File: src/rtl/restoring_div8by4_pkg.sv
// restoring_div8by4_pkg: shared widths, state encoding and constants for the divider
package restoring_div8by4_pkg;
    localparam int DIVIDEND_W = 8;
    localparam int DIVISOR_W  = 4;
    localparam int CNT_W      = $clog2(DIVIDEND_W);
    localparam logic [DIVIDEND_W-1:0] DBZ_QUOTIENT = 8'hFF;
    typedef enum logic [1:0] {
        IDLE = 2'd0,
        CALC = 2'd1,
        DONE = 2'd2
    } state_t;
endpackage

File: src/rtl/restoring_div8by4_div_step.sv
// div_step: one combinational restoring-division iteration (shift in a bit, conditionally subtract)
//   r_i      : current partial remainder (DIVISOR_W+1 bits)
//   bit_i    : next dividend bit shifted into the remainder
//   d_i      : divisor
//   r_next_o : partial remainder after the iteration
//   q_bit_o  : quotient bit produced by the iteration
module div_step
    import restoring_div8by4_pkg::*;
(
    input  logic [DIVISOR_W:0]   r_i,
    input  logic                 bit_i,
    input  logic [DIVISOR_W-1:0] d_i,
    output logic [DIVISOR_W:0]   r_next_o,
    output logic                 q_bit_o
);
    logic [DIVISOR_W:0] t;
    assign t = {r_i[DIVISOR_W-1:0], bit_i};
    // A set top bit in r_i means the shifted value already exceeds any divisor.
    assign q_bit_o  = r_i[DIVISOR_W] | (t >= {1'b0, d_i});
    assign r_next_o = q_bit_o ? t - {1'b0, d_i} : t;
endmodule

File: src/rtl/restoring_div8by4.sv
// restoring_div8by4: sequential unsigned 8/4 restoring divider with start/busy/done handshake
//   clk, rst   : clock and synchronous active-high reset
//   start      : request, sampled in IDLE and DONE
//   dividend   : numerator, captured on an accepted start
//   divisor    : denominator, captured on an accepted start
//   busy       : high while iterating
//   done       : one-cycle pulse when the result registers update
//   quotient   : registered quotient (8'hFF on divide by zero)
//   remainder  : registered remainder
//   dbz        : divide-by-zero flag belonging to the current result
module restoring_div8by4
    import restoring_div8by4_pkg::*;
(
    input  logic                  clk,
    input  logic                  rst,
    input  logic                  start,
    input  logic [DIVIDEND_W-1:0] dividend,
    input  logic [DIVISOR_W-1:0]  divisor,
    output logic                  busy,
    output logic                  done,
    output logic [DIVIDEND_W-1:0] quotient,
    output logic [DIVISOR_W-1:0]  remainder,
    output logic                  dbz
);
    state_t                state_q;
    logic [DIVIDEND_W-1:0] q_q;
    logic [DIVISOR_W-1:0]  d_q;
    logic [DIVISOR_W:0]    r_q;
    logic [CNT_W-1:0]      cnt_q;
    logic                  busy_q;
    logic                  done_q;
    logic                  dbz_q;
    logic [DIVIDEND_W-1:0] quot_q;
    logic [DIVISOR_W-1:0]  rem_q;
    logic [DIVISOR_W:0]    r_d;
    logic                  q_bit_d;
    logic [DIVIDEND_W-1:0] q_d;

    div_step u_step (
        .r_i      (r_q),
        .bit_i    (q_q[DIVIDEND_W-1]),
        .d_i      (d_q),
        .r_next_o (r_d),
        .q_bit_o  (q_bit_d)
    );

    // The dividend shifts out of the top while quotient bits shift in at the bottom.
    assign q_d = {q_q[DIVIDEND_W-2:0], q_bit_d};

    always_ff @(posedge clk) begin
        if (rst) begin
            state_q <= IDLE;
            q_q     <= '0;
            d_q     <= '0;
            r_q     <= '0;
            cnt_q   <= '0;
            busy_q  <= 1'b0;
            done_q  <= 1'b0;
            dbz_q   <= 1'b0;
            quot_q  <= '0;
            rem_q   <= '0;
        end else begin
            case (state_q)
                IDLE, DONE: begin
                    done_q <= 1'b0;
                    if (start && divisor != '0) begin
                        q_q     <= dividend;
                        d_q     <= divisor;
                        r_q     <= '0;
                        cnt_q   <= CNT_W'(DIVIDEND_W - 1);
                        busy_q  <= 1'b1;
                        state_q <= CALC;
                    end else if (start) begin
                        quot_q  <= DBZ_QUOTIENT;
                        rem_q   <= '0;
                        dbz_q   <= 1'b1;
                        done_q  <= 1'b1;
                        state_q <= DONE;
                    end else begin
                        state_q <= IDLE;
                    end
                end
                CALC: begin
                    q_q   <= q_d;
                    r_q   <= r_d;
                    cnt_q <= cnt_q - CNT_W'(1);
                    if (cnt_q == '0) begin
                        quot_q  <= q_d;
                        rem_q   <= r_d[DIVISOR_W-1:0];
                        dbz_q   <= 1'b0;
                        done_q  <= 1'b1;
                        busy_q  <= 1'b0;
                        state_q <= DONE;
                    end
                end
                default: state_q <= IDLE;
            endcase
        end
    end

    assign busy      = busy_q;
    assign done      = done_q;
    assign quotient  = quot_q;
    assign remainder = rem_q;
    assign dbz       = dbz_q;
endmodule
File: config.mk
export PLATFORM = sky130hd
export DESIGN_NAME = restoring_div8by4
export DESIGN_NICKNAME = d
export VERILOG_FILES = /design/src/rtl/restoring_div8by4_pkg.sv /design/src/rtl/restoring_div8by4_div_step.sv /design/src/rtl/restoring_div8by4.sv
export SDC_FILE = /design/constraint.sdc
export NUM_CORES = 1
export LEC_CHECK = 0
export ABC_AREA = 1
export CAP_MARGIN = 30
export CORE_ASPECT_RATIO = 1.75
export CORE_MARGIN = 3
export CORE_UTILIZATION = 40
export DETAILED_ROUTE_END_ITERATION = 8
export MAX_ROUTING_LAYER = met4
export PLACE_DENSITY = 0.74
export SYNTH_ARGS = -nofsm -noshare
export SYNTH_HDL_FRONTEND = slang
export SYNTH_SLANG_ARGS = --single-unit
File: constraint.sdc
create_clock -name clk -period 3.3 [get_ports clk]
set_input_delay 0.66 -clock clk [delete_from_list [all_inputs] [get_ports clk]]
set_output_delay 0.66 -clock clk [all_outputs]
set_load 0.01 [all_outputs]
=== Word level (Yosys, flattened, before mapping) ===
Cells that the tools add are included.

* Flip-flop bits (word level): 37
* Input bits: 15
* Output and inout port bits: 15
* Logic and storage cells: 60

* $add $sub $neg: 2
* Order comparisons: 1
* Eq/ne operators: 6
* Muxes and demuxes: 29
* Bitwise logic cells: 1
* Reduce and logical (&&, ||, !) cells: 11

{| class="wikitable"
|+ Operators by type and width
! operator !! number
|-
| $mux W8 || 4
|-
| $pmux W8 S2 || 2
|-
| $mux W4 || 3
|-
| $mux W5 || 2
|-
| $pmux W5 S2 || 1
|-
| $ne A2 B2 Y1 const B || 4
|-
| $pmux W4 S2 || 1
|-
| $mux W1 || 7
|-
| $mux W2 || 3
|-
| $pmux W1 S2 || 3
|-
| $pmux W3 S2 || 1
|-
| $reduce_and A2 Y1 || 3
|-
| $ge A5 B4 Y1 || 1
|-
| $sub A5 B4 Y5 || 1
|-
| $pmux W2 S2 || 1
|-
| $reduce_and A4 Y1 || 1
|-
| $reduce_bool A4 Y1 || 1
|-
| $logic_not A3 Y1 || 1
|-
| $mux W3 || 1
|-
| $reduce_and A3 Y1 || 1
|-
| $sub A3 B1 Y3 const B || 1
|-
| $eq A2 B1 Y1 const B || 1
|-
| $eq A2 B2 Y1 const B || 1
|-
| $logic_not A2 Y1 || 1
|-
| 4 further kinds || 4
|}

=== Logic depth before layout (Yosys ltp) ===
* Word-level depth: 5
* Gate-level depth with buffers: 11
* Mapped depth without buffers: 11

=== Hierarchy ===
From an unflattened synthesis, not the netlist that was laid out.

* Cell total of the unflattened synthesis: 268
* Area total of the unflattened synthesis: 1874.3 µm²

{| class="wikitable"
|+ By module, submodules not included
! module !! times used !! cells each !! area an instance (µm²) !! seq. area each (µm²)
|-
| restoring_div8by4 || 1 || 219 || 1580.3 || 740.7
|-
| div_step || 1 || 49 || 294.0 || 0.0
|}

=== Worst setup path after synthesis ===
Ideal clock, no wire load.

* Kind: reg-to-reg
* Start point: register d_q[1]
* End point: register r_q[2]
* Setup time: 0.109 ns
* Arrival: 1.397 ns
* Required time: 3.191 ns
* Setup slack: 1.794 ns
* Cell stages (with the launch flop): 11
* Buffers on the path: 0
* Period minus slack after synthesis: 1.506 ns
* Cell sequence: dfxtp_1 inv_1 ha_1 nand2_1 nor2_1 nor2_1 nand2_2 nand3_1 nand3_1 nand2_1 inv_1

* Longest elaborated chain between the ends: 4
* Elaborated cells between the ends (all ways): 5
* Classes of those cells: add/sub: 1; order compare: 1; mux: 2; bitwise: 1

{| class="wikitable"
|+ RTL lines
! what !! RTL line !! source
|-
| start: declaration || restoring_div8by4.sv:27 || <nowiki>logic [DIVISOR_W-1:0] d_q;</nowiki>
|-
| start signal: assignment || restoring_div8by4.sv:68 || <nowiki>d_q <= divisor;</nowiki>
|-
| $ge A5 B4 Y1 || restoring_div8by4_div_step.sv:19 || <nowiki>assign q_bit_o = r_i[DIVISOR_W] | (t >= {1'b0, d_i});</nowiki>
|-
| $or A1 B1 Y1 || restoring_div8by4_div_step.sv:19 ||
|-
| $mux W5 (*) || restoring_div8by4_div_step.sv:20 || <nowiki>assign r_next_o = q_bit_o ? t - {1'b0, d_i} : t;</nowiki>
|-
| $pmux W5 S2 (*) || restoring_div8by4.sv:63 || <nowiki>case (state_q)</nowiki>
|-
| end signal: assignment || restoring_div8by4.sv:85 || <nowiki>r_q <= r_d;</nowiki>
|-
| end: declaration || restoring_div8by4.sv:28 || <nowiki>logic [DIVISOR_W:0] r_q;</nowiki>
|}

Mark *: on every way between the ends. The rest lies on a longest branch, timed or not.
A chain may end at the register's enable or synchronous reset.

=== Worst setup path after layout ===
* Start point: input port divisor[2]
* End point: register q_q[0]

* Longest elaborated chain between the ends: 4

{| class="wikitable"
|+ RTL lines
! what !! RTL line !! source
|-
| start: declaration || restoring_div8by4.sv:18 || <nowiki>input logic [DIVISOR_W-1:0] divisor,</nowiki>
|-
| $reduce_bool A4 Y1 || restoring_div8by4.sv:66 || <nowiki>if (start && divisor != '0) begin</nowiki>
|-
| $logic_and A1 B1 Y1 || restoring_div8by4.sv:66 ||
|-
| $ne A2 B2 Y1 (no line) || -- ||
|-
| $reduce_and A2 Y1 (no line) || -- ||
|-
| end signal: assignment || restoring_div8by4.sv:67 || <nowiki>q_q <= dividend;</nowiki>
|-
| end signal: assignment || restoring_div8by4.sv:84 || <nowiki>q_q <= q_d;</nowiki>
|-
| end: declaration || restoring_div8by4.sv:26 || <nowiki>logic [DIVIDEND_W-1:0] q_q;</nowiki>
|}

No other way between the ends.

==> impl_results.md <==
- Met3 Resource Use GR: 3.39%
- Via count of the first global-routing pass: 1578
- Synthesized area: 0.00183 sq mm
- Post-detail-place hpwl: 2880 um
- Placement row count: 32
- Clock tree from TritonCTS: done
- Number of max-cap violations: 0
- Transition time at the pin with the least slew margin: 0.619 ns
- Post-layout net count: 310
- Asr flop ratio synth: 0%
- Initial detailed-routing violation count: 23
- Die Outline Area: 0.00546 sq mm
- Final weighted congestion in routability-driven placement: 0.816
- Global Route met1 Usage: 17.2%
- Number of slew-limit violations in the final report: 0
- Mux cell area share after synthesis: 0%
- Relative slew slack: 58.7%
- Reg clk slew, reported paths: 0.07 ns
- Compound-cell area share of the yosys netlist: 10.9%
- Worst min-delay path startpoint: d_q[3]$_SDFFE_PP0P_
- Total routing usage reported by global routing: 17.1%
- Sum of routed wire length over all layers: 4090 um
- Instance count of the mapped netlist: 263
- Initial antenna violation count: 0
- Number of buffers created by CTS: 5
- Syn avg cell area: 6.97 sq um
- Depth of the worst register-to-register path: 6
- First-pass GRT wire length: 7040 um
- Clock buffer depth: 2
- Horiz. Die Dim: 57.2 um
- Proportion of synthesized chip area in sequential cells: 40.4%
- Worst reg2reg setup slack: 1.37 ns
- Most common flop cell mapped by yosys: sky130_fd_sc_hd__dfxtp_1
- Worst setup SP type: input pin
- Number of I/O port buffers: 29
- Maximum vdd ir drop: 0.000327 V
- Final Setup Violations: 0
- Synthesized netlist net count: 285
- Most frequent standard cell in the layout excluding fill and tap cells: sky130_fd_sc_hd__nand2_1
- Final critical-path required period: 1.98 ns
- Number of optimization iterations in the first detailed-route pass: 4
- Combinational family with the most area after synthesis: simple AND/OR/NAND/NOR gates
- Post-synth EDFFs: 0
- Reg-to-reg startpoint: state_q[0]$_SDFFE_PP0N_
- Largest clock skew in the final design: 0.000984 ns
- PD cells: 511 mW/mm^2
- Area share of the largest cell type after synthesis: 40.4%
- Distinct cell type count after synthesis: 23
- Number of vias after detailed routing: 1670
- Layout area overhead: 21.8%
- Clock latency on the worst-skew pair: 0.28 ns
- CORE AREA: 0.00440 sq mm
- Final cycle utilization of the critical path: 60.0%
- Arrival time reported for the critical path endpoint: 2.15 ns
- Simple logic cell fraction of the synthesized area: 29.3%
- Number of ports placed on the die boundary: 30
- Post-Route Hold Slack: 0.470 ns
- Biggest area contributors in the synthesized netlist: sky130_fd_sc_hd__dfxtp_1, sky130_fd_sc_hd__nand2_1, sky130_fd_sc_hd__inv_1, sky130_fd_sc_hd__nand3_1, sky130_fd_sc_hd__nor2_1
- Status: finished, final reports clean
- Area share of xor/xnor cells in the synthesized design: 0.478%
- Hold Crit Endpoint: d_q[3]$_SDFFE_PP0P_
- Starting density of the core: 41.6%
- Post-CTS Setup Repair Bufs: 0
- Total of hold buffers inserted after clock tree synthesis: 0
- Met2 Resource Use GR: 31.1%
- Cells on Worst Hold Path: 2
- Leftover overflow at the end of global routing: 0
- Buffer cell driving the clock tree root: sky130_fd_sc_hd__clkbuf_8
- Fraction of final layout cells sized beyond drive strength 1: 6.23%
- Timing-limited maximum frequency: 505 MHz
- Capturing element type of the critical path: flip-flop
- Highest net fanout along the worst path: 11
- Number of H-tree branching levels: 2
- Hold Violations, Final: 0
- Post-route DRC: 0
- RSZ-0062 raised after global routing: no
- Global routing's busiest layer: met2
- Number of register bits inferred by synthesis: 37
- Category of the most critical setup path: in -> reg
- Sinks on Clock Net: 37
- Die extent in y: 95.6 um
- Critical R2R Capture: q_q[0]$_SDFFE_PP0P_
- Most frequent cells in the layout: sky130_fd_sc_hd__nand2_1, sky130_fd_sc_hd__inv_1, sky130_fd_sc_hd__dfxtp_1
- Leak pwr: 1.09 nW
- Antenna violation net count after detailed routing: 0
- Worst path required time: 3.47 ns
- Cell accounting for the most synthesized area: sky130_fd_sc_hd__dfxtp_1
- Class of the most critical hold timing path: reg -> reg
- Wire per inst: 12.0 um
- Yosys warns: 0
- Number of diodes: 0
- Adder and majority gate portion of the synthesized area: 5.19%
- Pin count of the biggest net entering global routing: 25
- # resized after CTS: 0
- Final-layout fill cell count: 457
- Via-to-Cell Ratio: 4.91
- Post-Route Setup TNS: 0 ns
## synthesized netlist by cell type, types with 2 or more instances
cell type and instances:
sky130_fd_sc_hd__o21ai_0 8, sky130_fd_sc_hd__o211ai_1 10, sky130_fd_sc_hd__nand2_2 2, sky130_fd_sc_hd__nand2_1 52
sky130_fd_sc_hd__nand3_1 27, sky130_fd_sc_hd__nor2_1 29, sky130_fd_sc_hd__nand4_1 7, sky130_fd_sc_hd__inv_2 3
sky130_fd_sc_hd__ha_1 6, sky130_fd_sc_hd__dfxtp_1 37, sky130_fd_sc_hd__clkbuf_1 2, sky130_fd_sc_hd__a21oi_1 17
sky130_fd_sc_hd__buf_2 9, sky130_fd_sc_hd__inv_1 45
## state kept, by name, summed over array words and instances (netlist names)
signal and flops:
busy 1, d_q 4, cnt_q 3, r_q 5
state_q 2, q_q 8, remainder 4, quotient 8
done 1, dbz 1
## power breakdown
part,total (W),switching [W],leakage [nW],internal (W)
sequential,0.000515,0.0000255,0.304,0.000489
clock,0.000344,0.000155,0.0542,0.000189
combinational,0.000283,0.000166,0.731,0.000117
## stage by stage
step                utilization [%]  setup WS, ns  instances  instance area [sq um]  power [W]
floorplan                         -          1.79        263                   1830   0.000720
global placement               48.4          1.06        332                   2130   0.000803
detailed placement             48.4          1.03        332                   2130   0.000807
CTS                            50.7          1.35        340                   2230    0.00116
global route                   50.7          1.13        340                   2230    0.00122
finish                         50.7          1.32        340                   2230    0.00114
## how the worst max path moves through the flow
| stage | from | endpoint | slack, ns |
|---|---|---|---|
| 2_1_floorplan | d_q[1]$_SDFFE_PP0P_ | r_q[2]$_SDFFE_PP0P_ | 1.79 |
| 3_3_place_gp | divisor[2] | cnt_q[1]$_SDFFE_PP0P_ | 1.06 |
| 3_5_place_dp | divisor[2] | cnt_q[1]$_SDFFE_PP0P_ | 1.03 |
| 4_1_cts | start | quotient[0]$_SDFFE_PP0P_ | 1.35 |
| 5_1_grt | state_q[0]$_SDFFE_PP0N_ | q_q[0]$_SDFFE_PP0P_ | 1.13 |
| 6_report | divisor[2] | q_q[0]$_SDFFE_PP0P_ | 1.32 |
## worst max-delay path: stages
cell and delay (ns):
sky130_fd_sc_hd__clkdlybuf4s50_1 0.42, sky130_fd_sc_hd__nor2_1 0.14, sky130_fd_sc_hd__nand3_1 0.08, sky130_fd_sc_hd__nand2_1 0.20, sky130_fd_sc_hd__nand2_1 0.32, sky130_fd_sc_hd__o21ai_0 0.26
sky130_fd_sc_hd__a21oi_1 0.06
## layout make-up
| type | instances | area [sq um] | area share [%] |
|---|---|---|---|
| clock inverter | 1 | 5.00 | 0.224 |
| multi-input combinational | 165 | 841 | 37.7 |
| sequential | 37 | 741 | 33.2 |
| clock buffer | 7 | 96.3 | 4.32 |
| tap | 51 | 63.8 | 2.86 |
| timing repair buffer | 31 | 305 | 13.7 |
| inverter | 48 | 180 | 8.07 |
## per-layer routing
metal	routed length [um]	part of all wire, %	vias up
li1	-	-	877
met4	100	2.4	0
met2	2230	55	30
met1	1650	40	754
met3	100	2.4	9
met5	0	0	-
## cell families after synthesis
| kind of cell | after synthesis |
|---|---|
| AND/OR/NAND/NOR | 122 |
| AO/OA/AOI/OAI | 35 |
| buffers and inverters | 61 |
| adder cells (fa/ha/maj) | 7 |
| flip-flops | 37 |
| XOR/XNOR | 1 |
No activity file was read; power rests on OpenSTA's default activity.
